--- config.mk ---
export PLATFORM = sky130hd
export DESIGN_NAME = wb_mem_arbiter
export DESIGN_NICKNAME = d
export VERILOG_FILES = /design/src/rtl/wb_mem_arbiter.sv
export SDC_FILE = /design/constraint.sdc
export NUM_CORES = 1
export LEC_CHECK = 0
export CAP_MARGIN = 20
export CORE_AREA = 3 3 108 110
export CTS_CLUSTER_SIZE = 16
export DETAILED_ROUTE_END_ITERATION = 10
export DIE_AREA = 0 0 111 113
export PLACE_DENSITY = 0.7
export SLEW_MARGIN = 10
export SYNTH_ARGS = -nofsm -noshare
export SYNTH_HDL_FRONTEND = slang
export SYNTH_SLANG_ARGS = --single-unit
export TNS_END_PERCENT = 50
--- constraint.sdc ---
create_clock -name clk -period 2.7 [get_ports clk]
set_input_delay 0.27 -clock clk [delete_from_list [all_inputs] [get_ports clk]]
set_output_delay 0.27 -clock clk [all_outputs]
set_load 0.05 [all_outputs]
--- src/rtl/wb_mem_arbiter.sv ---
// rtl/wb_mem_arbiter.sv - two-master Wishbone classic arbiter with data priority and watchdog
module wb_mem_arbiter #(
  parameter int AW          = 32,
  parameter int DW          = 32,
  parameter int MAX_DSTREAK = 4,
  parameter int TIMEOUT     = 64
) (
  input  logic            clk,
  input  logic            rst_n,
  input  logic [AW-1:0]   i_adr_i,
  input  logic            i_cyc_i,
  input  logic            i_stb_i,
  output logic [DW-1:0]   i_dat_o,
  output logic            i_ack_o,
  output logic            i_err_o,
  input  logic [AW-1:0]   d_adr_i,
  input  logic [DW-1:0]   d_dat_i,
  input  logic            d_we_i,
  input  logic [DW/8-1:0] d_sel_i,
  input  logic            d_cyc_i,
  input  logic            d_stb_i,
  output logic [DW-1:0]   d_dat_o,
  output logic            d_ack_o,
  output logic            d_err_o,
  output logic [AW-1:0]   s_adr_o,
  output logic [DW-1:0]   s_dat_o,
  output logic            s_we_o,
  output logic [DW/8-1:0] s_sel_o,
  output logic            s_cyc_o,
  output logic            s_stb_o,
  input  logic [DW-1:0]   s_dat_i,
  input  logic            s_ack_i,
  input  logic            s_err_i,
  output logic [1:0]      grant_o,
  output logic            timeout_o
);

  localparam int STW = (MAX_DSTREAK > 0) ? $clog2(MAX_DSTREAK + 1) : 1;
  localparam int WDW = (TIMEOUT > 2) ? $clog2(TIMEOUT) : 1;
  localparam logic [STW-1:0] STREAK_MAX = STW'(MAX_DSTREAK);
  localparam logic [WDW-1:0] WDOG_LAST  = WDW'(TIMEOUT - 1);

  typedef enum logic [1:0] {IDLE, GNT_I, GNT_D, ABORT} state_t;

  state_t         state, state_nx;
  logic [STW-1:0] streak;
  logic [WDW-1:0] wdog;
  logic           abort_d;   // owner at abort time was the data port
  logic           req_i, req_d, resp, wdog_hit;

  assign req_i    = i_cyc_i & i_stb_i;
  assign req_d    = d_cyc_i & d_stb_i;
  assign resp     = s_ack_i | s_err_i;
  assign wdog_hit = (TIMEOUT != 0) && (wdog == WDOG_LAST);

  // read data is shared; only ack/err decide who consumes it
  assign i_dat_o = s_dat_i;
  assign d_dat_o = s_dat_i;

  // state, fairness streak, watchdog and abort-owner registers
  always_ff @(posedge clk) begin
    if (!rst_n) begin
      state   <= IDLE;
      streak  <= '0;
      wdog    <= '0;
      abort_d <= 1'b0;
    end else begin
      state <= state_nx;
      if (state == IDLE) begin
        if (!req_i || state_nx == GNT_I)
          streak <= '0;
        else if (state_nx == GNT_D && streak != STREAK_MAX)
          streak <= streak + 1'b1;
      end
      if (state == IDLE)
        wdog <= '0;
      else if (state == GNT_I || state == GNT_D)
        wdog <= wdog + 1'b1;
      if (state_nx == ABORT)
        abort_d <= (state == GNT_D);
    end
  end

  // next-state arbitration and slave/master routing
  always_comb begin
    state_nx  = state;
    s_adr_o   = '0;
    s_dat_o   = '0;
    s_we_o    = 1'b0;
    s_sel_o   = '0;
    s_cyc_o   = 1'b0;
    s_stb_o   = 1'b0;
    i_ack_o   = 1'b0;
    i_err_o   = 1'b0;
    d_ack_o   = 1'b0;
    d_err_o   = 1'b0;
    grant_o   = 2'b00;
    timeout_o = 1'b0;
    unique case (state)
      IDLE: begin
        // data wins unless instruction fetch has been starved for a full streak
        if (req_d && !(req_i && streak == STREAK_MAX))
          state_nx = GNT_D;
        else if (req_i)
          state_nx = GNT_I;
      end
      GNT_I: begin
        grant_o = 2'b01;
        s_adr_o = i_adr_i;
        s_sel_o = '1;
        s_cyc_o = i_cyc_i;
        s_stb_o = i_stb_i;
        i_ack_o = s_ack_i;
        i_err_o = s_err_i;
        if (!i_cyc_i || resp)
          state_nx = IDLE;
        else if (wdog_hit)
          state_nx = ABORT;
      end
      GNT_D: begin
        grant_o = 2'b10;
        s_adr_o = d_adr_i;
        s_dat_o = d_dat_i;
        s_we_o  = d_we_i;
        s_sel_o = d_sel_i;
        s_cyc_o = d_cyc_i;
        s_stb_o = d_stb_i;
        d_ack_o = s_ack_i;
        d_err_o = s_err_i;
        if (!d_cyc_i || resp)
          state_nx = IDLE;
        else if (wdog_hit)
          state_nx = ABORT;
      end
      ABORT: begin
        timeout_o = 1'b1;
        if (abort_d)
          d_err_o = 1'b1;
        else
          i_err_o = 1'b1;
        state_nx = IDLE;
      end
      default: state_nx = IDLE;
    endcase
  end

endmodule

# Word level (Yosys, flattened, before mapping)
# Index checks and enable logic that the tools add are counted.
# Widths: inputs -> output; s select.
[totals]
inputBits = 141
ff_bits = 12
word_cells = 56
[op_classes]
mux = 22
n_bitwise = 4
add_sub_neg = 2
reduce_logical = 15
n_eq_ne = 9
[ops]
columns = ["cell", "count"]
rows = [
  ["$pmux 32 s2", 1],
  ["$mux 32", 1],
  ["$mux 2", 5],
  ["$eq 2x2->1 const B", 4],
  ["$pmux 1 s2", 4],
  ["$pmux 2 s4", 1],
  ["$pmux 4 s2", 1],
  ["$add 6x1->6 const B", 1],
  ["$eq 6x6->1 const B", 1],
  ["$mux 1", 6],
  ["$mux 3", 2],
  ["$eq 2x1->1 const B", 2],
  ["$logic_not 1->1", 4],
  ["$logic_or 1x1->1", 4],
  ["$pmux 2 s2", 1],
  ["$add 3x1->3 const B", 1],
  ["$eq 3x3->1 const B", 1],
  ["$logic_and 1x1->1", 3],
  ["$ne 3x3->1 const B", 1],
  ["$and 1x1->1", 2],
  ["$logic_not 2->1", 1],
  ["$reduce_and 2->1", 1],
  ["$reduce_bool 2->1", 1],
  ["$reduce_or 2->1", 1],
  ["2 further kinds", 2],
]

# Logic depth before layout (Yosys ltp)
[logic_depth]
word_depth = 10
depth_mapped = 7

# Worst setup path before layout
# Ideal clock, no wire load.
[synth_path]
kind = "register -> output"
start = "register state[1]"
end = "output port s_adr_o[10]"
setup_slack_ps = 75
stages_incl_launch_ff = 7
n_path_buf = 2
required_time_ps = 2430
t_arrival_ps = 2355
path_cell_list = "dfxtp_1 -> inv_1 -> ha_1 -> buf_1 -> clkbuf_1 -> a22oi_1 -> nor2b_1"
[synth_via]
elab_chain_cells = 2
word_cells_on_any_way = 3
classes_between = "eq/ne (2); mux (1)"
[synth_rtl]
columns = ["element", "line_no", "source"]
rows = [
  ["start: declaration", "45", "state_t state, state_nx;"],
  ["start signal: assignment", "68", "state <= state_nx;"],
  ["$eq 2x2->1 / $eq 2x1->1 (equally long branches)", "99", "unique case (state)"],
  ["$pmux 32 s2 *", "99", ""],
  ["end: declaration", "25", "output logic [AW-1:0] s_adr_o,"],
]
# Mark *: on every way between the ends. The rest lies on a longest branch, timed or not.

# Final worst setup path
[layout_path]
start = "register state[1]"
end = "output port s_adr_o[26]"
# Same word-level chain as after synthesis.

==> flow_summary.yaml <==
outcome:
  status: "finished, final reports clean"
clock_network:
  cts_tree: "done"
  cts_root_buf: "clkbuf_8"
  cts_max_level: 1
  clock_latency_ns: 0.23
  clock_path_buffers: 2
  cts.repair.resized: 0
  numCtsBuffers: 3
  clkSinkCount: 12
  cts.hold.buffers_added: 0
  postCtsSetupBuffers: 0
  clk_pin_slew_ns: 0.05
worst_setup_path:
  reg2reg_from: "state[1]"
  crit_buf_inv: 2
  cp_slowest_cell: "dfxtp_1"
  critPathMaxStageDelay_ns: 0.44
  setup.worst_path.class: "reg2out"
  path_max_fanout: 44
  arrival_ns: 1.96
  crit_chain: "ha_2 > buf_4 > a22oi_1 > nor2b_1 > buf_12"
  required_ns: 2.43
  critPathLaunchType: "flip-flop"
  crit_start: "state[1]"
  cp_top_family: "buffers and inverters"
  end_kind: "output pin"
sta:
  hold_viol: 0
  worstMarginPinSlew_ns: 0.5180
  finalWorstPathRequiredPeriod_ns: 2.235
  hold_slack_ns: 0.5019
  clock.fmax_mhz: 447.4
  tns_ns: 0
  rsz0062_at_grt: "false"
  setup-violations-final: 0
  max_slew_margin_pct: 65.36
  finalCritPeriodShare_pct: 82.78
  clock_skew_ns: 0.0005783
  fin_ws_ns: 0.4650
  finalMaxSlewViolations: 0
floorplan:
  coreArea_um2: 10790
  rows: 38
  die_area_um2: 12540
  die_x_um: 111
  start_util_pct: 18.13
  die_h_um: 113
  io_pins: 283
grt:
  antenna_found_initial: 0
  overflow: 0
  grt_max_degree: 45
  grt_pass1_vias: 2200
  grt.total_usage_pct: 11.51
  grt_pass1_wl_um: 12050
run:
  max-cap-violations: 0
synth:
  yosysTopAreaCell: "buf_4"
  synth_async_sr_flop_share_pct: 0
  synthFlopType: "dfxtp_1"
  syn_inst: 265
  synth_area_um2: 1957
  yosysWarnings: 0
  synth_top_cell_area_share_pct: 24.55
  ys_seq_area_share_pct: 12.28
  synth_cell_type_count: 33
  synthMostInstantiatedCell: "buf_4"
  synth_nets: 414
  avgSynthCellArea_um2: 7.384
  ys_ff_latch: 12
  synth_area_leaders: "buf_4, a22oi_1, dfxtp_1"
  synth-edff-count: 0
  synth_common_cells: "buf_4, nor2b_1, and2_1"
place:
  routabilityCongestion: 0.8250
  hpwl_um: 6929
  numPortBuffers: 186
  place_ws_ns: 0.6461
  place_area_um2: 3826
detailed_routing:
  drt_iter0_drc: 89
  postRouteAntennaNets: 0
  finalWirelength_um: 8183
  drc_errors: 0
  dr.pass1.iters: 4
  vias: 2281
  post_drt_via_cell_ratio: 4.395
  routedWlPerCell_um: 15.77
pwr:
  ir_worst_vdd_mv: 0.3662
  p_leak_nw: 1.434
  finalPower_mw: 0.9260
  powerDensity_nw_per_um2: 239.4
finish:
  antenna_cells: 0
  layout-drive-gt1-share_pct: 22.69
  final_area_um2: 3867
  syn2layout_area_growth_pct: 97.63
  final_nets: 530
worst_hold_path:
  hold_class: "reg2reg"
  hp-start: "streak[2]"
==> state kept, by name (all words and copies together), names as in the netlist <==
register / cells
streak: 3
state: 2
wdog: 6
abort_d: 1
==> layout make-up <==
cell class,count,area (um2)
clock buffers,3,41.29
well taps,140,175.2
flip-flops and latches,12,240.2
multi-input cells,167,1156
inverters,6,22.52
repair buffers,191,2232
fillers,1109,6925
==> power breakdown <==
| part | internal [mW] | switching, mW |
|---|---|---|
| clock | 0.0979 | 0.0598 |
| sequential | 0.181 | 0.00433 |
| combinational | 0.298 | 0.285 |
==> cell families after synthesis <==
group | share of synthesized area (%)
flip-flops | 12.28
adder cells (fa/ha/maj) | 5.115
buffers and inverters | 28.77
multiplexers | 1.087
AND/OR/NAND/NOR | 30.18
XOR/XNOR | 1.791
AO/OA/AOI/OAI | 20.78
==> through the flow <==
| stage | utilization, % | cells |
|---|---|---|
| final | 35.83 | 519 |
| after CTS | 35.83 | 519 |
| after global routing | 35.83 | 519 |
| after global placement | 35.45 | 516 |
| after floorplan | - | 265 |
| after detailed placement | 35.45 | 516 |
==> worst paths after layout <==
check,end,slack [ns],depth (start not counted)
max,s_adr_o[26],0.47,5
min,streak[2],0.50,1
max reg2reg,streak[0],0.65,6
min reg2reg,streak[2],0.50,1
==> layer usage <==
layer,track usage (%),up-vias,part of all wire (%)
li1,-,1058,-
met1,12.61,1055,36
met5,0,-,0
met4,1.724,0,1.5
met3,4.064,10,10
met2,21.76,158,52
==> cells in the final DEF (no fill, tap or decap), types with 2 or more instances in the layout <==
| cell | n |
|---|---|
| a22o_1 | 2 |
| ha_1 | 7 |
| nand2b_1 | 3 |
| a21oi_1 | 9 |
| a22oi_1 | 34 |
| nand2_1 | 4 |
| buf_12 | 41 |
| dfxtp_1 | 12 |
| nor2_1 | 8 |
| and2_1 | 36 |
| xor2_1 | 3 |
| nor2b_1 | 38 |
| o21ai_1 | 3 |
| inv_1 | 6 |
| clkbuf_8 | 3 |
| clkdlybuf4s50_1 | 114 |
| nand4_1 | 3 |
| buf_4 | 36 |
==> worst register-to-register path, cell delays in order, from the launching register on <==
cell	delay, ns
dfxtp_1	0.44
ha_2	0.32
a22oi_1	0.14
or4_4	0.46
o22ai_2	0.18
a21oi_1	0.12
mux2_2	0.27
(Power assumes the default switching activity.)
